File: src/rtl/multicycle_control.sv
// rtl/multicycle_control.sv - multicycle MIPS-subset control FSM with retired-instruction counter
// State, latched op/func and counter are registered; datapath controls decode combinationally from them.
module multicycle_control #(
  parameter int ALUOP_W = 4,
  parameter int CNT_W   = 16
) (
  input  logic               clk,
  input  logic               rst_n,
  input  logic [5:0]         opcode,
  input  logic [5:0]         func,
  input  logic               zero_flag,
  input  logic               mem_ready,
  output logic               regdst,
  output logic               regwrite,
  output logic               extop,
  output logic               alusrc,
  output logic [ALUOP_W-1:0] aluop,
  output logic               memread,
  output logic               memwrite,
  output logic               mem2reg,
  output logic               irwrite,
  output logic               pcwrite,
  output logic [1:0]         pcsrc,
  output logic               illegal,
  output logic [3:0]         state,
  output logic [CNT_W-1:0]   retired
);

  typedef enum logic [3:0] {
    FETCH    = 4'd0,
    DECODE   = 4'd1,
    EXEC_R   = 4'd2,
    EXEC_I   = 4'd3,
    MEM_ADDR = 4'd4,
    MEM_RD   = 4'd5,
    MEM_WR   = 4'd6,
    WB_ALU   = 4'd7,
    WB_MEM   = 4'd8,
    BRANCH   = 4'd9,
    JUMP     = 4'd10
  } state_t;

  localparam logic [5:0] OP_R    = 6'h00;
  localparam logic [5:0] OP_ADDI = 6'h08;
  localparam logic [5:0] OP_LW   = 6'h23;
  localparam logic [5:0] OP_SW   = 6'h2B;
  localparam logic [5:0] OP_BEQ  = 6'h04;
  localparam logic [5:0] OP_BNE  = 6'h05;
  localparam logic [5:0] OP_J    = 6'h02;

  localparam logic [5:0] FN_ADD = 6'h20;
  localparam logic [5:0] FN_SUB = 6'h22;
  localparam logic [5:0] FN_AND = 6'h24;
  localparam logic [5:0] FN_OR  = 6'h25;
  localparam logic [5:0] FN_SLT = 6'h2A;

  localparam logic [3:0] ALU_AND = 4'b0000;
  localparam logic [3:0] ALU_OR  = 4'b0001;
  localparam logic [3:0] ALU_ADD = 4'b0010;
  localparam logic [3:0] ALU_SUB = 4'b0110;
  localparam logic [3:0] ALU_SLT = 4'b0111;

  state_t           state_q, state_d;
  logic [5:0]       op_q, op_d;
  logic [5:0]       func_q, func_d;
  logic [CNT_W-1:0] retired_q, retired_d;
  logic             dec_r_ok;
  logic             dec_illegal;
  logic [3:0]       alu_r;

  // Decode looks at the live instruction bits; only DECODE acts on it.
  always_comb begin
    dec_r_ok    = (opcode == OP_R) &&
                  (func inside {FN_ADD, FN_SUB, FN_AND, FN_OR, FN_SLT});
    dec_illegal = !(dec_r_ok ||
                    (opcode inside {OP_ADDI, OP_LW, OP_SW, OP_BEQ, OP_BNE, OP_J}));
  end

  always_comb begin
    case (func_q)
      FN_SUB:  alu_r = ALU_SUB;
      FN_AND:  alu_r = ALU_AND;
      FN_OR:   alu_r = ALU_OR;
      FN_SLT:  alu_r = ALU_SLT;
      default: alu_r = ALU_ADD;
    endcase
  end

  always_comb begin
    state_d   = state_q;
    op_d      = op_q;
    func_d    = func_q;
    retired_d = retired_q;
    case (state_q)
      FETCH:  if (mem_ready) state_d = DECODE;
      DECODE: begin
        op_d   = opcode;
        func_d = func;
        if (dec_illegal) begin
          state_d = FETCH;
        end else begin
          case (opcode)
            OP_ADDI:       state_d = EXEC_I;
            OP_LW, OP_SW:  state_d = MEM_ADDR;
            OP_BEQ, OP_BNE: state_d = BRANCH;
            OP_J:          state_d = JUMP;
            default:       state_d = EXEC_R;
          endcase
        end
      end
      EXEC_R, EXEC_I: state_d = WB_ALU;
      MEM_ADDR:       state_d = (op_q == OP_LW) ? MEM_RD : MEM_WR;
      MEM_RD:         if (mem_ready) state_d = WB_MEM;
      MEM_WR:         if (mem_ready) state_d = FETCH;
      default:        state_d = FETCH;
    endcase
    // An instruction retires when its final step hands control back to FETCH.
    if (state_d == FETCH && state_q != FETCH && state_q != DECODE)
      retired_d = retired_q + CNT_W'(1);
  end

  always_ff @(posedge clk or negedge rst_n) begin
    if (!rst_n) begin
      state_q   <= FETCH;
      op_q      <= '0;
      func_q    <= '0;
      retired_q <= '0;
    end else begin
      state_q   <= state_d;
      op_q      <= op_d;
      func_q    <= func_d;
      retired_q <= retired_d;
    end
  end

  always_comb begin
    regdst   = 1'b0;
    regwrite = 1'b0;
    extop    = 1'b0;
    alusrc   = 1'b0;
    aluop    = '0;
    memread  = 1'b0;
    memwrite = 1'b0;
    mem2reg  = 1'b0;
    irwrite  = 1'b0;
    pcwrite  = 1'b0;
    pcsrc    = 2'b00;
    illegal  = 1'b0;
    case (state_q)
      FETCH: begin
        memread = 1'b1;
        irwrite = mem_ready && rst_n;
        pcwrite = mem_ready && rst_n;
      end
      DECODE:   illegal = dec_illegal;
      EXEC_R:   aluop = ALUOP_W'(alu_r);
      EXEC_I, MEM_ADDR: begin
        alusrc = 1'b1;
        extop  = 1'b1;
        aluop  = ALUOP_W'(ALU_ADD);
      end
      MEM_RD:   memread = 1'b1;
      MEM_WR:   memwrite = 1'b1;
      WB_ALU: begin
        regwrite = 1'b1;
        regdst   = (op_q == OP_R);
      end
      WB_MEM: begin
        regwrite = 1'b1;
        mem2reg  = 1'b1;
      end
      BRANCH: begin
        aluop   = ALUOP_W'(ALU_SUB);
        pcsrc   = 2'b01;
        pcwrite = (op_q == OP_BEQ) ? zero_flag : !zero_flag;
      end
      JUMP: begin
        pcwrite = 1'b1;
        pcsrc   = 2'b10;
      end
      default: ;
    endcase
  end

  assign state   = state_q;
  assign retired = retired_q;

endmodule

File: config.mk
export PLATFORM = sky130hd
export DESIGN_NAME = multicycle_control
export DESIGN_NICKNAME = d
export VERILOG_FILES = /design/src/rtl/multicycle_control.sv
export SDC_FILE = /design/constraint.sdc
export NUM_CORES = 1
export LEC_CHECK = 0
export BUFFER_PORTS_ARGS = -buffer_cell sky130_fd_sc_hd__buf_2
export CORE_ASPECT_RATIO = 0.9
export CORE_MARGIN = 4
export CORE_UTILIZATION = 52
export DETAILED_ROUTE_END_ITERATION = 7
export GPL_ROUTABILITY_DRIVEN = 0
export PLACE_DENSITY_LB_ADDON = 0.2
export SYNTH_ARGS = -nofsm -noshare
export SYNTH_HDL_FRONTEND = slang
export SYNTH_SLANG_ARGS = --single-unit
File: constraint.sdc
create_clock -name clk -period 2.3 [get_ports clk]
set_clock_uncertainty 0.2 [all_clocks]
set_input_delay 0.115 -clock clk [delete_from_list [all_inputs] [get_ports clk]]
set_output_delay 0.115 -clock clk [all_outputs]
set_load 0.05 [all_outputs]
# After elaboration in Yosys (flattened, before gate mapping)
# Cells that the tools add are included.
[classes]
n_addsub = 1
eq_ne = 28
n_mux = 20
reduce_logical = 20
[ops]
columns = ["op", "n"]
rows = [
  ["6-bit equality test, second input constant", 12],
  ["4-bit case mux with 6 select lines", 1],
  ["6-bit by 3-bit equality test with 1-bit output, second input constant", 3],
  ["16-bit by 1-bit adder with 16-bit output, second input constant", 1],
  ["4-bit by 3-bit equality test with 1-bit output, second input constant", 4],
  ["4-bit 2-to-1 mux", 4],
  ["4-bit case mux with 4 select lines", 1],
  ["4-bit equality test, second input constant", 3],
  ["6-bit logical NOT", 2],
  ["3-bit case mux with 4 select lines", 1],
  ["2-bit OR reduction", 6],
  ["1-bit 2-to-1 mux", 9],
  ["3-bit case mux with 3 select lines", 1],
  ["4-bit by 2-bit equality test with 1-bit output, second input constant", 2],
  ["4-bit logical NOT", 2],
  ["6-bit by 2-bit equality test with 1-bit output, second input constant", 1],
  ["6-bit by 4-bit equality test with 1-bit output, second input constant", 1],
  ["6-bit nonzero test", 1],
  ["5-bit nonzero test", 1],
  ["4-bit by 1-bit equality test with 1-bit output, second input constant", 1],
  ["1-bit logical AND", 4],
  ["4-bit by 1-bit inequality test with 1-bit output, second input constant", 1],
  ["2-bit case mux with 2 select lines", 1],
  ["4-bit nonzero test", 1],
  ["other kinds (4)", 5],
]
[word_totals]
register_bits = 32
output_inout_bits = 36
elab_cells = 73

# Logic depth before layout (Yosys ltp)
# Gate-level depths: netlist of the first run.
[logic_depth]
ltp_word = 9
depth_mapped = 6

# Least setup slack after synthesis of the first run
# Ideal clock, no wire load.
[synth_timing]
path_type = "reg2out"
from = "register state_q[2], in the netlist state[2]"
to = "output aluop[1]"
arrival_time_ps = 2592
t_required_ps = 1985
path_slack_ps = -607
stages_incl_launch_ff = 4
path_buffers = 0
path_cell_list = "dfrtp_1 -> or3b_2 -> a21oi_1 -> or3_1"
[synth_between]
elab_chain_len = 3
[synth_lines]
columns = ["item", "line_no", "source"]
rows = [
  ["start: declaration", "63", "state_t state_q, state_d;"],
  ["start signal: assignment", "129", "state_q <= state_d;"],
  ["4-bit by 3-bit equality test with 1-bit output / 4-bit by 2-bit equality test with 1-bit output (equally long branches)", "149", "case (state_q)"],
  ["2-bit OR reduction", "149", ""],
  ["3-bit case mux with 3 select lines *", "149", ""],
  ["end: declaration", "17", "output logic [ALUOP_W-1:0] aluop,"],
]
# Every way passes the cells marked *; elsewhere a longest branch is shown, timed or not.

# Final worst setup path of the first run
[layout_timing]
from = "input opcode[3]"
to = "output illegal"
[layout_between]
elab_chain_len = 5
[layout_lines]
columns = ["item", "line_no", "source"]
rows = [
  ["start: declaration", "9", "input logic [5:0] opcode,"],
  ["6-bit by 4-bit equality test with 1-bit output (tied with other cells)", "76", "(opcode inside {OP_ADDI, OP_LW, OP_SW, OP_BEQ, OP_BNE, OP_J}));"],
  ["6-bit nonzero test / 1-bit logical AND (equally long branches)", "76, 73", ""],
  ["1-bit logical OR *", "75", "dec_illegal = !(dec_r_ok ||"],
  ["1-bit logical NOT *", "75", ""],
  ["1-bit 2-to-1 mux *", "149", ""],
  ["end: declaration", "24", "output logic illegal,"],
]
# Marked as above.

==> summary.md, run 1 <==
| Metric | Value |
|---|---|
| Result of the run | finished, final reports clean |
| Startpoint of the most critical hold path | mem_ready |
| I/O pin count | 52 |
| Count of vias placed by the detailed router | approximately 1700 |
| Required arrival time at the worst endpoint | just under 2 ns |
| Worst IR drop on VDD | 0.7172 mV |
| Layout cell share with drive strength beyond 1 | between 30% and 40% |
| Layout filler cell count | 259 |
| Hold Fails Final Rpt | 0 |
| Proportion of synthesized chip area in sequential cells | a little over two fifths |
| Worst-Skew Late Latency | 0.28 ns |
| Worst-case headroom to the max-slew limit | roughly two thirds |
| Type of element capturing the critical path | output pin |
| Count of pins over their slew limit | 0 |
| Share of flip-flops with an asynchronous set or reset after synthesis | 100.0% |
| Most used cells in the layout excluding fill and tap cells | 50 x buf_2, 44 x nand2_1, 31 x dfrtp_1, 13 x dlygate4sd3_1, 11 x nand2b_1 |
| WL per Instance | about 14 µm |
| Core Rows | 20 |
| Largest net degree at the start of global routing | 33 |
| Clock tree from TritonCTS | done |
| Count of max-cap constraint violations | 0 |
| Final TNS setup | 0 ns |
| Core region area | 3378 µm² |
| Initial core utilization | 54.26% |
| Antenna diode instance count | 0 |
| Transition time at the pin with the least slew margin | ~0.51 ns |
| Die span in y | between 60 and 70 µm |
| 1st-iter DRT viols | between 100 and 150 |
| Launch point of the worst reg-to-reg path | state[3] |
| Power density normalized to cell area | 1282 nW/µm² |
| Net Count, Synth | roughly 220 |
| Cell at the root of the clock tree | clkbuf_8 |
| Launching element of the worst setup path | opcode[3] |
| Destination of the worst hold path | state[3] |
| Largest fanout of any net on the critical path | 6 |
| Maximum achievable frequency | 452.5 MHz |
| Number of enable-type register cells in the synthesized netlist | 0 |
| Reg-to-reg slack, setup | 0.38 ns |
| Most common cell after layout, fill and taps aside | buf_2 |
| Overall routed net length | 4198 µm |
| Antenna violations before repair | 0 |
| H-tree levels | 2 |
| Count of yosys warnings during synthesis | 0 |
| Final setup violation count | 0 |
| Leakage power summed over all cells | between 1 and 1.5 nW |
| GRT Overall Usage | 19.55% |
| Via count of the first global-routing pass | around 1600 |
| CTS max path bufs | 2 |
| Cell depth of the worst min-delay path | 3 |
| Netlist Area Pre-Place | ~1800 µm² |
| Antenna Violating Nets Remaining | 0 |
| Final period utilization | between 90 and 100% |
| Die X-Extent | between 70 and 80 µm |
| Drt first pass iters | 4 |
| First-pass GRT wire length | 7072 µm |
| Type of origin of the critical path | primary input |
| Clock input transition at the sequential cells of the worst setup and hold paths | roughly 0.060 ns |
| Crit path DAT | between 1.5 and 2 ns |
| Nets | 282 |
| Length in cells of the worst reg-to-reg path | 4 |
| Capture instance of the worst register-to-register path | state[1] |
| Avg Cell Area, Syn | just over 9 µm² |
| Category of the critical setup timing path | in2out |
| Hold crit path type | in2reg |
| DRC errors left | 0 |
| Number of synthesized register bits | 32 |
| Die Area | about 4500 µm² |
| RSZ-0062 raised after global routing | no |
| Post-synthesis instance total | 200 |
| Tmin final | ~2.2 ns |
| Cell variety after synth | 47 |
| Detailed-placement wirelength estimate | about 3000 µm |
| Congestion Overflow GR | 0 |
| Port Buf Inserts | 50 |
| Clock buffer count from CTS | 5 |
| Worst-case hold slack | 0.06425 ns |
| Most frequently used flop master after synthesis | dfrtp_1 |
| Area Growth Syn to Fin | 30.24% |
| Clock Sink Count | 32 |
| Detailed-route vias per instance | between 5 and 6 |
| Total setup buffers inserted after CTS | 0 |
==> per-stage QoR <==
| step | cells | utilization [%] | power, mW | cell area, µm² | worst slack, ns |
|---|---|---|---|---|---|
| after floorplan | 200 | - | 2.250 | 1876 | -0.1654 |
| after global placement | 289 | 63.78 | 2.567 | 2155 | 0.3573 |
| after detailed placement | 289 | 63.78 | 2.586 | 2155 | 0.2935 |
| after CTS | 309 | 70.52 | 3.074 | 2382 | 0.01379 |
| after global routing | 309 | 70.67 | 3.265 | 2387 | 0.005280 |
| final | 309 | 70.67 | 3.060 | 2387 | 0.09005 |
==> power breakdown <==
| part | switching [mW] | internal (mW) |
|---|---|---|
| sequential | 0.245 | 0.748 |
| clock | 0.186 | 0.266 |
| combinational | 1.11 | 0.505 |
| total | 1.54 | 1.52 |
==> worst max path at each step <==
stage / end / slack, ns / cells past startpoint
6_report: illegal / 0.09 / 7
5_1_grt: aluop[1] / 0.005 / 5
4_1_cts: illegal / 0.01 / 7
3_5_place_dp: aluop[1] / 0.29 / 5
3_3_place_gp: aluop[1] / 0.36 / 5
2_1_floorplan: regwrite / -0.17 / 4
==> cells in the mapped netlist (3+ instances only) <==
cell / n / area, µm²
nand4_1: 5 / 31.28
a21oi_1: 4 / 20.02
clkbuf_1: 3 / 11.26
nor2b_1: 3 / 18.77
nand3_1: 8 / 40.04
buf_2: 3 / 15.01
nand2b_1: 11 / 68.82
o21ai_0: 4 / 20.02
and4_1: 3 / 26.28
dfrtp_1: 32 / 800.8
xor2_1: 7 / 61.31
xnor2_1: 10 / 87.58
and3_1: 3 / 18.77
nor3_1: 9 / 45.04
nor2_1: 11 / 41.29
nand2_1: 44 / 165.2
==> worst max-delay path, stage by stage <==
cell and delay [ns]:
dlygate4sd3_1 0.52, buf_2 0.15, or3b_1 0.37, a211oi_2 0.25
a211oi_1 0.10, o21a_1 0.18, buf_2 0.20
==> final cells by class <==
type                    count  area [µm²]  area share [%]
well taps                  44       55.05           2.306
repair buffers             68       417.9           17.51
flip-flops and latches     32       802.0           33.60
multi-input cells         158        1016           42.56
clock buffers               7       96.34           4.036
==> registers in the layout, summed over array words and instances, names as in the netlist <==
signal,cells
func_q,6
op_q,6
retired,16
state,4
==> logic make-up (layout without fill, tap and decap cells) <==
| family | after synthesis | after routing | share of synthesized area [%] |
|---|---|---|---|
| AOI/OAI and AO/OA | 23 | 23 | 9.762 |
| xor gates and xnor gates | 17 | 17 | 8.123 |
| adders and majority gates | 1 | 1 | 0.6825 |
| buffers and inverters | 10 | 75 | 3.481 |
| DFF | 32 | 32 | 43.69 |
| muxes | 3 | 3 | 1.775 |
| other | 1 | 1 | 0.2046 |
| and+or+nand+nor | 113 | 113 | 32.29 |
==> repair_timing <==
| item | 4_1_cts | 5_1_grt |
|---|---|---|
| gates resized for setup | 1 | 1 |
| hold endpoints to repair | 45 | 0 |
| setup endpoints to repair | 1 | 1 |
| hold buffers | 13 | 0 |
==> layer usage <==
| layer | GRT usage (%) | vias up | wire length, µm |
|---|---|---|---|
| li1 | - | 831 | - |
| met1 | 27.48 | 753 | 1937 |
| met2 | 29.21 | 62 | 1794 |
| met3 | 5.660 | 5 | 432 |
| met4 | 5.869 | 0 | 34 |
| met5 | 0 | - | 0 |
(Power assumes the default switching activity.)
==> run 2, diff against run 1 <==
--- a/config.mk
+++ b/config.mk
@@ -5,10 +5,11 @@
 export SDC_FILE = /design/constraint.sdc
 export NUM_CORES = 1
 export LEC_CHECK = 0
+export ABC_AREA = 1
 export BUFFER_PORTS_ARGS = -buffer_cell sky130_fd_sc_hd__buf_2
 export CORE_ASPECT_RATIO = 0.9
 export CORE_MARGIN = 4
-export CORE_UTILIZATION = 52
+export CORE_UTILIZATION = 57
 export DETAILED_ROUTE_END_ITERATION = 7
 export GPL_ROUTABILITY_DRIVEN = 0
 export PLACE_DENSITY_LB_ADDON = 0.2
==> constraint.sdc (replaced) <==
create_clock -name clk -period 2.85 [get_ports clk]
set_clock_uncertainty 0.2 [all_clocks]
set_input_delay 0.1425 -clock clk [delete_from_list [all_inputs] [get_ports clk]]
set_output_delay 0.1425 -clock clk [all_outputs]
set_load 0.05 [all_outputs]
==> run 2 against run 1 <==
Net effect: die area increased by 2.5%; flip-flop and latch count unchanged; combinational power decreased by 9.9%; critical path type is now reg2reg.
==> summary.md, run 2 <==
| Metric | Value |
|---|---|
| Launch point of the worst reg-to-reg path | state[1] |
| Clock input transition at the sequential cells of the worst setup and hold paths | 0.07 ns (about the same) |
| Detailed-placement wirelength estimate | 3694 µm (+24%) |
| Final TNS setup | 0 ns (unchanged) |
| Layout cell share with drive strength beyond 1 | 20.67% (-9.5 points) |
| CTS max path bufs | 2 (unchanged) |
| Clock Sink Count | 32 (unchanged) |
| Switching fraction of total power | 54.68% (+4.3 points) |
| Number of enable-type register cells in the synthesized netlist | 0 (unchanged) |
| Cell at the root of the clock tree | clkbuf_8 |
| Category of the critical setup timing path | reg2reg |
| Share of power burned in the clock network | 14.1% (-0.7 points) |
| Required arrival time at the worst endpoint | 2.82 ns (+0.83 ns) |
| Max FFs per register | 16 (unchanged) |
| RSZ-0062 raised after global routing | no |
| Final period utilization | roughly 80% |
| H-tree levels | 2 (unchanged) |
| Most common cell after layout, fill and taps aside | nand2_1 |
| Combinational share of power | 57.2% (+4.4 points) |
| Maximum achievable frequency | 437.2 MHz |
| Port Buf Inserts | 50 (unchanged) |
| Internal power component | 1.158 mW (-24%) |
| Type of origin of the critical path | flip-flop |
| Proportion of power drawn by flip-flops and latches | 28.8% (-3.6 points) |
| Proportion of synthesized chip area in sequential cells | 38.74% (-4.9 points) |
| Dominant cells by area after synthesis | dfrtp_1 39%, nand2_1 17%, nand3_1 8.2% |
| Synth area leader | dfrtp_1 |
| Nets | 374 (+33%) |
| Die span in y | 65.13 µm (+1.3%) |
| Most used cells in the layout excluding fill and tap cells | 93 x nand2_1, 50 x buf_2, 35 x nor2_1, 34 x nand3_1, 32 x dfrtp_1 |
| Congestion Overflow GR | 0 (unchanged) |
| I/O pin count | 52 (unchanged) |
| Antenna diode instance count | 0 (unchanged) |
| Post-Place Worst Slack | 0.5807 ns (+0.2871 ns) |
| Hold crit path type | in2async |
| Psw | 1.397 mW (-9.3%) |
| Result of the run | finished, final reports clean |
| Overall routed net length | 5214 µm (+24%) |
| Setup WS post-layout | 0.5628 ns (+0.4728 ns) |
| GRT Overall Usage | 24.39% (+4.8 points) |
| Share of flip-flops with an asynchronous set or reset after synthesis | 100.0% (unchanged) |
| Launching element of the worst setup path | state[1] |
| Count of yosys warnings during synthesis | 0 (unchanged) |
| Via count of the first global-routing pass | 1959 (+26%) |
| Count of pins over their slew limit | 0 (unchanged) |
| First-pass GRT wire length | 8970 µm (+27%) |
| Count of max-cap constraint violations | 0 (unchanged) |
| Largest net degree at the start of global routing | 34 (+3.0%) |
| Clock tree from TritonCTS | done |
| Hold Fails Final Rpt | 0 (unchanged) |
| Power density normalized to cell area | 998.3 nW/µm² (-22%) |
| Antenna Violating Nets Remaining | 0 (unchanged) |
| Number of synthesized register bits | 32 (unchanged) |
| Proportion of netlist area held by the largest area contributor | 38.74% (-4.9 points) |
| Cell variety after synth | 31 (-34%) |
| Clock buffer count from CTS | 5 (unchanged) |
| WL per Instance | 12.97 µm (-4.5%) |
| Worst-Skew Late Latency | 0.29 ns (about the same) |
| Core Rows | 20 (unchanged) |
| Most numerous cell types in the synthesized netlist | 93 x nand2_1, 35 x nor2_1, 34 x nand3_1 |
| Net Count, Synth | 311 (+43%) |
| Netlist Area Pre-Place | 2067 µm² (+13%) |
| Largest fanout of any net on the critical path | 28 (+22) |
| Antenna violations before repair | 0 (unchanged) |
| Type of element capturing the critical path | flip-flop |
| Die X-Extent | 71.48 µm (+1.3%) |
| Drt first pass iters | 4 (unchanged) |
| Die Area | 4655 µm² (+2.5%) |
| Library cell with the highest instance count after synthesis | nand2_1 |
| 1st-iter DRT viols | 187 (+50%) |
| Area Growth Syn to Fin | 23.85% |
| Leakage power summed over all cells | 1.433 nW (+21%) |
| Crit path DAT | 2.26 ns (+0.37 ns) |
| Detailed-route vias per instance | 5.271 (-1.3%) |
| DRC errors left | 0 (unchanged) |
| Tmin final | around 2.3 ns |
| Worst IR drop on VDD | 0.7755 mV (+8.1%) |
| Avg Cell Area, Syn | 7.031 µm² (-23%) |
| Total setup buffers inserted after CTS | 0 (unchanged) |
| Core region area | 3428 µm² (+1.5%) |
| Initial core utilization | 60.29% (+6.0 points) |
| Post-synthesis instance total | 294 (+47%) |
| Most frequently used flop master after synthesis | dfrtp_1 |
| Final setup violation count | 0 (unchanged) |
| Count of vias placed by the detailed router | 2119 (+28%) |
| Worst-case hold slack | 0.2095 ns (+0.1452 ns) |
run 2: changes by cell type in the layout (fill, tap and decap cells not counted), sizes merged, moves of 4 or more:
cell | previous run | this run
nor3 | 10 | 3
buf | 55 | 51
nand3 | 8 | 35
o21ai | 4 | 11
nor2 | 12 | 42
nand2 | 44 | 97
nand2b | 11 | 0
inv | 0 | 32
run 2: kinds of logic after synthesis:
| logic type | after synthesis | share of synthesized area (%) |
|---|---|---|
| buffers and inverters | 41 | 8.656 |
| AND/OR/NAND/NOR | 189 | 41.83 |
| adder cells (fa/ha/maj) | 1 | 0.6052 |
| other | 1 | 0.1814 |
| AO/OA/AOI/OAI | 17 | 4.479 |
| flip-flops | 32 | 38.74 |
| XOR/XNOR | 13 | 5.509 |
run 2: power groups by stage:
stage,combinational [mW],sequential (mW),clock [mW]
floorplan,1.03,0.894,0
global placement,1.40,0.733,0
detailed placement,1.44,0.738,0
CTS,1.46,0.732,0.359
global route,1.59,0.757,0.377
finish,1.46,0.735,0.360
run 2: critical path: stages, from the launching register on:
cell,delay [ns]
dfrtp_1,0.48
inv_2,0.07
nand2_4,0.11
nor2_8,0.09
inv_4,0.23
a21oi_1,0.11
nor2_2,0.16
nand2_2,0.11
nor2_8,0.28
nand2_4,0.17
nand2_1,0.09
nand2_1,0.05
run 2: per-stage QoR:
stage	power, mW	utilization [%]	cells	area, µm²
6_report	2.556	74.67	402	2560
3_3_place_gp	2.137	67.96	380	2330
2_1_floorplan	1.922	-	294	2073
3_5_place_dp	2.174	67.96	380	2330
4_1_cts	2.552	74.67	402	2560
5_1_grt	2.723	74.67	402	2560
run 2: layer usage:
layer / track usage, % / routed length [µm]
met4: 7.277 / 70
met3: 3.976 / 402
met2: 39.22 / 2449
met1: 33.92 / 2292
met5: 0 / 0
run 2: layout make-up:
cell class,instances,area (µm²)
multi-input combinational,221,1094
fill,279,868.3
sequential,32,800.8
timing repair buffer,65,397.9
inverter,32,122.6
clock buffer,8,90.09
tap,44,55.05
run 2: path summary, 6_finish.rpt:
| check | endpoint | slack, ns | cells past startpoint |
|---|---|---|---|
| max in group asynchronous | retired[15] | 1.94 | 3 |
| min in group clk | func_q[4] | 0.29 | 2 |
| max | retired[15] | 0.56 | 11 |
| max reg2reg | retired[15] | 0.56 | 11 |
| min reg2reg | func_q[4] | 0.29 | 2 |
| min | retired[8] | 0.21 | 3 |
run 2: timing repair:
item                                    4_1_cts  5_1_grt
endpoints found under the setup margin        0        0
hold endpoints to repair                     45        0
hold buffers                                 14        0
gates resized for setup                       0        0
